**src/rtl/lsu_bus_bridge.sv**
```systemverilog
// ============================================================================
// Module   : lsu_bus_bridge
// Brief    : Load/store bridge turning single-cycle core memory accesses into
//            valid/ready bus transactions with lane steering and extension.
// Revision : 1.0 - initial release
// ============================================================================
`default_nettype none

module lsu_bus_bridge #(
    parameter int TIMEOUT_CYCLES = 255,
    parameter int CNT_W          = 8
) (
    input  logic        clk,
    input  logic        reset,
    input  logic        MemWrite,
    input  logic        MemRead,
    input  logic [2:0]  Funct3,
    input  logic [31:0] ALUResult,
    input  logic [31:0] WriteData,
    output logic [31:0] ReadData,
    output logic        Stall,
    output logic        AccessFault,
    output logic        BusError,
    output logic        bus_req_valid,
    input  logic        bus_req_ready,
    output logic [31:0] bus_addr,
    output logic        bus_we,
    output logic [3:0]  bus_wstrb,
    output logic [31:0] bus_wdata,
    input  logic        bus_rsp_valid,
    input  logic [31:0] bus_rdata
);

    typedef enum logic [1:0] {
        S_IDLE = 2'd0,
        S_REQ  = 2'd1,
        S_RESP = 2'd2,
        S_DONE = 2'd3
    } state_t;

    localparam logic [CNT_W-1:0] c_CNT_LAST = CNT_W'(TIMEOUT_CYCLES - 1);

    state_t            r_state;
    logic [CNT_W-1:0]  r_cnt;
    logic [2:0]        r_funct3;
    logic [1:0]        r_off;
    logic              r_req_valid;
    logic              r_we;
    logic [3:0]        r_wstrb;
    logic [31:0]       r_addr;
    logic [31:0]       r_wdata;
    logic [31:0]       r_rdata;
    logic              r_bus_err;

    logic              w_access;
    logic              w_store;
    logic              w_fault;
    logic              w_idle;
    logic              w_timeout;
    logic [3:0]        w_wstrb;
    logic [31:0]       w_wdata;
    logic [7:0]        w_byte;
    logic [15:0]       w_half;
    logic [31:0]       w_load_ext;

    assign w_access  = MemRead | MemWrite;
    assign w_store   = MemWrite;
    assign w_idle    = (r_state == S_IDLE);
    assign w_timeout = (r_cnt == c_CNT_LAST);

    always_comb begin
        w_fault = 1'b0;
        if (w_store) begin
            case (Funct3)
                3'b000:  w_fault = 1'b0;
                3'b001:  w_fault = ALUResult[0];
                3'b010:  w_fault = |ALUResult[1:0];
                default: w_fault = 1'b1;
            endcase
        end else begin
            case (Funct3)
                3'b000, 3'b100: w_fault = 1'b0;
                3'b001, 3'b101: w_fault = ALUResult[0];
                3'b010:         w_fault = |ALUResult[1:0];
                default:        w_fault = 1'b1;
            endcase
        end
    end

    // Store lanes: replicate narrow data so the strobes pick the right copy.
    always_comb begin
        w_wstrb = 4'b0000;
        w_wdata = WriteData;
        if (w_store) begin
            case (Funct3)
                3'b000: begin
                    w_wstrb = 4'b0001 << ALUResult[1:0];
                    w_wdata = {4{WriteData[7:0]}};
                end
                3'b001: begin
                    w_wstrb = 4'b0011 << ALUResult[1:0];
                    w_wdata = {2{WriteData[15:0]}};
                end
                default: w_wstrb = 4'b1111;
            endcase
        end
    end

    always_comb begin
        case (r_off)
            2'd0:    w_byte = bus_rdata[7:0];
            2'd1:    w_byte = bus_rdata[15:8];
            2'd2:    w_byte = bus_rdata[23:16];
            default: w_byte = bus_rdata[31:24];
        endcase
        w_half = r_off[1] ? bus_rdata[31:16] : bus_rdata[15:0];
        case (r_funct3)
            3'b000:  w_load_ext = {{24{w_byte[7]}}, w_byte};
            3'b100:  w_load_ext = {24'd0, w_byte};
            3'b001:  w_load_ext = {{16{w_half[15]}}, w_half};
            3'b101:  w_load_ext = {16'd0, w_half};
            default: w_load_ext = bus_rdata;
        endcase
    end

    always_ff @(posedge clk) begin
        if (!reset) begin
            r_state     <= S_IDLE;
            r_cnt       <= '0;
            r_funct3    <= 3'd0;
            r_off       <= 2'd0;
            r_req_valid <= 1'b0;
            r_we        <= 1'b0;
            r_wstrb     <= 4'd0;
            r_addr      <= 32'd0;
            r_wdata     <= 32'd0;
            r_rdata     <= 32'd0;
            r_bus_err   <= 1'b0;
        end else begin
            r_bus_err <= 1'b0;
            case (r_state)
                S_IDLE: begin
                    if (w_access && !w_fault) begin
                        r_state     <= S_REQ;
                        r_cnt       <= '0;
                        r_req_valid <= 1'b1;
                        r_addr      <= {ALUResult[31:2], 2'b00};
                        r_we        <= w_store;
                        r_wstrb     <= w_wstrb;
                        r_wdata     <= w_wdata;
                        r_funct3    <= Funct3;
                        r_off       <= ALUResult[1:0];
                    end
                end
                S_REQ: begin
                    r_cnt <= r_cnt + 1'b1;
                    // A handshake on the final timeout cycle still completes.
                    if (bus_req_ready) begin
                        r_req_valid <= 1'b0;
                        r_state     <= r_we ? S_DONE : S_RESP;
                    end else if (w_timeout) begin
                        r_req_valid <= 1'b0;
                        r_state     <= S_DONE;
                        r_rdata     <= 32'd0;
                        r_bus_err   <= 1'b1;
                    end
                end
                S_RESP: begin
                    r_cnt <= r_cnt + 1'b1;
                    if (bus_rsp_valid) begin
                        r_state <= S_DONE;
                        r_rdata <= w_load_ext;
                    end else if (w_timeout) begin
                        r_state   <= S_DONE;
                        r_rdata   <= 32'd0;
                        r_bus_err <= 1'b1;
                    end
                end
                default: r_state <= S_IDLE;
            endcase
        end
    end

    assign Stall         = (w_idle && w_access && !w_fault) ||
                           (r_state == S_REQ) || (r_state == S_RESP);
    assign AccessFault   = w_idle && w_access && w_fault;
    assign ReadData      = r_rdata;
    assign BusError      = r_bus_err;
    assign bus_req_valid = r_req_valid;
    assign bus_addr      = r_addr;
    assign bus_we        = r_we;
    assign bus_wstrb     = r_wstrb;
    assign bus_wdata     = r_wdata;

endmodule

`default_nettype wire

```
**config.mk**
```make
export PLATFORM = sky130hd
export DESIGN_NAME = lsu_bus_bridge
export DESIGN_NICKNAME = d
export VERILOG_FILES = /design/src/rtl/lsu_bus_bridge.sv
export SDC_FILE = /design/constraint.sdc
export NUM_CORES = 1
export LEC_CHECK = 0
export BUFFER_PORTS_ARGS = -buffer_cell sky130_fd_sc_hd__buf_2
export CAP_MARGIN = 20
export CORE_ASPECT_RATIO = 0.9
export CORE_MARGIN = 1.5
export CORE_UTILIZATION = 44
export DETAILED_ROUTE_END_ITERATION = 12
export PLACE_DENSITY_LB_ADDON = 0.05
export SLEW_MARGIN = 20
export SYNTH_ARGS = -nofsm -noshare
export SYNTH_HDL_FRONTEND = slang
export SYNTH_SLANG_ARGS = --single-unit
```
**constraint.sdc**
```tcl
create_clock -name clk -period 2.04 [get_ports clk]
set_clock_uncertainty 0.05 [all_clocks]
set_input_delay 0.408 -clock clk [delete_from_list [all_inputs] [get_ports clk]]
set_output_delay 0.408 -clock clk [all_outputs]
set_load 0.03 [all_outputs]
```
==> impl_metrics.yaml <==
outcome:
  run_status: "finished clean"
cells_and_area:
  layout.cell_area.non_filler_sq_um: 7230
  diodes: 0
  num-fill-cells: 1052
  area_growth_pct: 35.8
  post_route_cells_drive_above_1_share: 0.342
  net_count_reported_at_finish: 942
yosys:
  ys_top_cells_by_count: "sky130_fd_sc_hd__nand2_1 (145), sky130_fd_sc_hd__dfxtp_1 (116), sky130_fd_sc_hd__a21oi_1 (80)"
  netlist_area_sq_um: 5320
  yosysSeqAreaShare: 0.436
  netlist_instances: 632
  synthTopCellsByArea: "sky130_fd_sc_hd__dfxtp_1 (44%), sky130_fd_sc_hd__nand2_1 (10%), sky130_fd_sc_hd__a21oi_1 (7.5%)"
  synth-main-ff-cell: "sky130_fd_sc_hd__dfxtp_1"
  yosysMostFrequentCell: "sky130_fd_sc_hd__nand2_1"
  synthesis.area_per_instance_sq_um: 8.42
  synth_area_leader_cell: "sky130_fd_sc_hd__dfxtp_1"
  synth_edf_count: 0
  ys_warn_count: 0
  netlist-cell-type-count: 51
  postSynth.asyncResetShare: 0
  synth-seq-cells: 116
  synthDominantCellAreaShare: 0.436
sta:
  final_critical_period_ps: 2000
  rsz0062_at_grt: "no"
  drv_slew: 0
  finalSetupViolations: 0
  slew_headroom: 0.626
  period_share: 0.982
  report.final.hold_viol_count: 0
  max_clock_freq_ghz: 0.499
  tightest_slew_ps: 560
clock_tree:
  cts-htree-levels: 4
  tritoncts: "yes"
  inserted_clock_buffers: 17
  clkSinkCount: 116
  post_cts_hold_buffers: 0
  cts_post_setup_buffers_inserted: 0
  ctsRootBufferMaster: "sky130_fd_sc_hd__clkbuf_16"
  clk_pin_slew_ps: 50
  cts_max_path_buffers: 2
  clk-insertion-delay-late_ps: 410
critical_path:
  critical_path.slowest_cell: "sky130_fd_sc_hd__or4_4"
  worstSetupPathType: "primary input to output pin"
  crit_family: "simple AND/OR/NAND/NOR gates"
  category_of_the_worst_setup_path_capture_point: "output pin"
  buffer_and_inverter_count_on_the_worst_path: 2
  cp_cell_sequence: "buf_2 -> or4_4 -> a21o_2 -> nand2_8 -> buf_8"
  worst_r2r_startpoint: "r_off[0]$_SDFFE_PN0P_"
  setup.reg_to_reg.worst_slack_ps: 220
  rr_endpoint: "ReadData[0]$_SDFFE_PN0P_"
  critPathArrivalTime_ps: 1550
  worst-endpoint-required_ps: 1580
  timing.reg2reg.worst_path_depth: 4
  crit_fanout: 3
  critical_path.startpoint_type: "primary input"
  timing.critical_path.slowest_cell_delay_ps: 570
placement:
  dpl_cell_area_sq_um: 6600
  number_of_buffers_added_on_ports: 207
  gp_congestion: 0.882
  dp_hpwl_um: 10900
min_path:
  timing.hold.worst.start: "ALUResult[27]"
  whs_path_depth: 3
  hp-class: "primary input to register"
  worst_hold_path.endpoint: "bus_addr[27]$_SDFFE_PN0P_"
grt:
  grt_start_max_net_pins: 53
  globalRouteOverflowTotal: 0
  number_of_antenna_violations_at_the_first_check_in_global_routing: 0
  grt_pass1_wl_um: 24300
  grt.total_usage: 0.239
  grt_pass1_vias: 4949
drt:
  route.detailed.vias_per_inst: 5.32
  postRouteAntennaNets: 0
  wire_per_inst_um: 15.2
  dr_total_vias: 5309
  drtIter0Drc: 405
  dr_drc_count: 0
  wire_length_after_detailed_routing_um: 15200
  first_pass_iters: 5
floorplanning:
  core-area_sq_um: 11600
  io-pin-count: 210
  die_width_um: 119
  rows: 37
  die-height_um: 107
  initial_utilization: 0.458
  fp.dieArea_sq_um: 12800
flow_run:
  maxCapViolCount: 0
pwr:
  power.total_mw: 8.01
  irDropWorstVdd_mv: 0.715
  leakage_nw: 3.16
  cellPowerDensity_nw_per_um2: 1110
-- area by class of cell --
cell class | count | area, sq um | share of cell area
sequential | 116 | 2330 | 0.322
inverter | 7 | 31.3 | 0.00433
multi-input combinational | 455 | 2790 | 0.386
clock inverter | 8 | 101 | 0.0140
clock buffer | 23 | 478 | 0.0661
timing repair buffer | 233 | 1310 | 0.181
tap | 156 | 195 | 0.0270
-- per-layer routing --
metal | GRT usage | wire, um
met1 | 0.312 | 7010
met2 | 0.383 | 7000
met3 | 0.0620 | 928
met4 | 0.0878 | 218
met5 | 0 | 0
-- worst register-to-register path: cells and delay by family (launching register included) --
kind | cells | cell delay, ps
AND/OR/NAND/NOR | 2 | 800
flip-flops | 1 | 510
AO/OA/AOI/OAI | 2 | 350
-- sequential cells by signal (all words and copies together), names as in the netlist --
| register | cells |
|---|---|
| r_cnt | 8 |
| r_funct3 | 3 |
| bus_req_valid | 1 |
| r_state | 2 |
| ReadData | 32 |
| bus_wstrb | 4 |
| bus_addr | 30 |
| r_off | 2 |
| bus_wdata | 32 |
| BusError | 1 |
| bus_we | 1 |
-- metrics by stage --
stage	TNS (ps)	worst slack (ps)	hold slack (ps)	cells	utilization
detailed placement	-2370	-120	394	967	0.568
CTS	0	8.15	168	998	0.620
floorplan	-44.8	-44.8	382	633	-
finish	0	36.0	177	998	0.622
global placement	-59.4	-30.7	386	967	0.568
global route	0	11.9	168	998	0.622
-- power by group --
part           switching, mW  internal [mW]
Clock                   1.02           1.88
Sequential             0.161           2.53
Combinational           1.53          0.878
Total                   2.72           5.29
-- cells by family after synthesis --
group / synth area share
simple gates: 0.180
compound gates: 0.261
flops: 0.436
buf+inv: 0.0517
mux: 0.0536
fa+ha+maj: 0.0165
other cells: 0.000704
-- worst max path at each step --
stage / startpoint / end / slack, ps / cells after the start
6_report: ALUResult[1] / Stall / 40 / 5
5_1_grt: ALUResult[1] / Stall / 10 / 5
4_1_cts: r_state[0]$_SDFFE_PN0P_ / Stall / 8 / 6
3_5_place_dp: ALUResult[1] / r_cnt[2]$_SDFFE_PN0P_ / -120 / 6
3_3_place_gp: ALUResult[1] / r_cnt[2]$_SDFFE_PN0P_ / -30 / 6
2_1_floorplan: ALUResult[0] / Stall / -40 / 6
-- cells in the final DEF (no fill, tap or decap), types with 13 or more instances in the layout --
cell                          n
sky130_fd_sc_hd__clkbuf_16   17
sky130_fd_sc_hd__buf_2      205
sky130_fd_sc_hd__o211ai_1    17
sky130_fd_sc_hd__a21oi_1     78
sky130_fd_sc_hd__nor2_1      13
sky130_fd_sc_hd__dfxtp_1    114
sky130_fd_sc_hd__nand2_1    144
sky130_fd_sc_hd__a22o_1      24
sky130_fd_sc_hd__mux2i_1     24
sky130_fd_sc_hd__buf_4       22
sky130_fd_sc_hd__o2bb2ai_1   16
sky130_fd_sc_hd__o21ai_0     29
-- repair_timing --
item                                    in CTS  in global routing
pin swaps                                    0                  1
endpoints found under the setup margin       3                  5
resized for setup                           10                  8
Power figures use the tool's default switching activity.
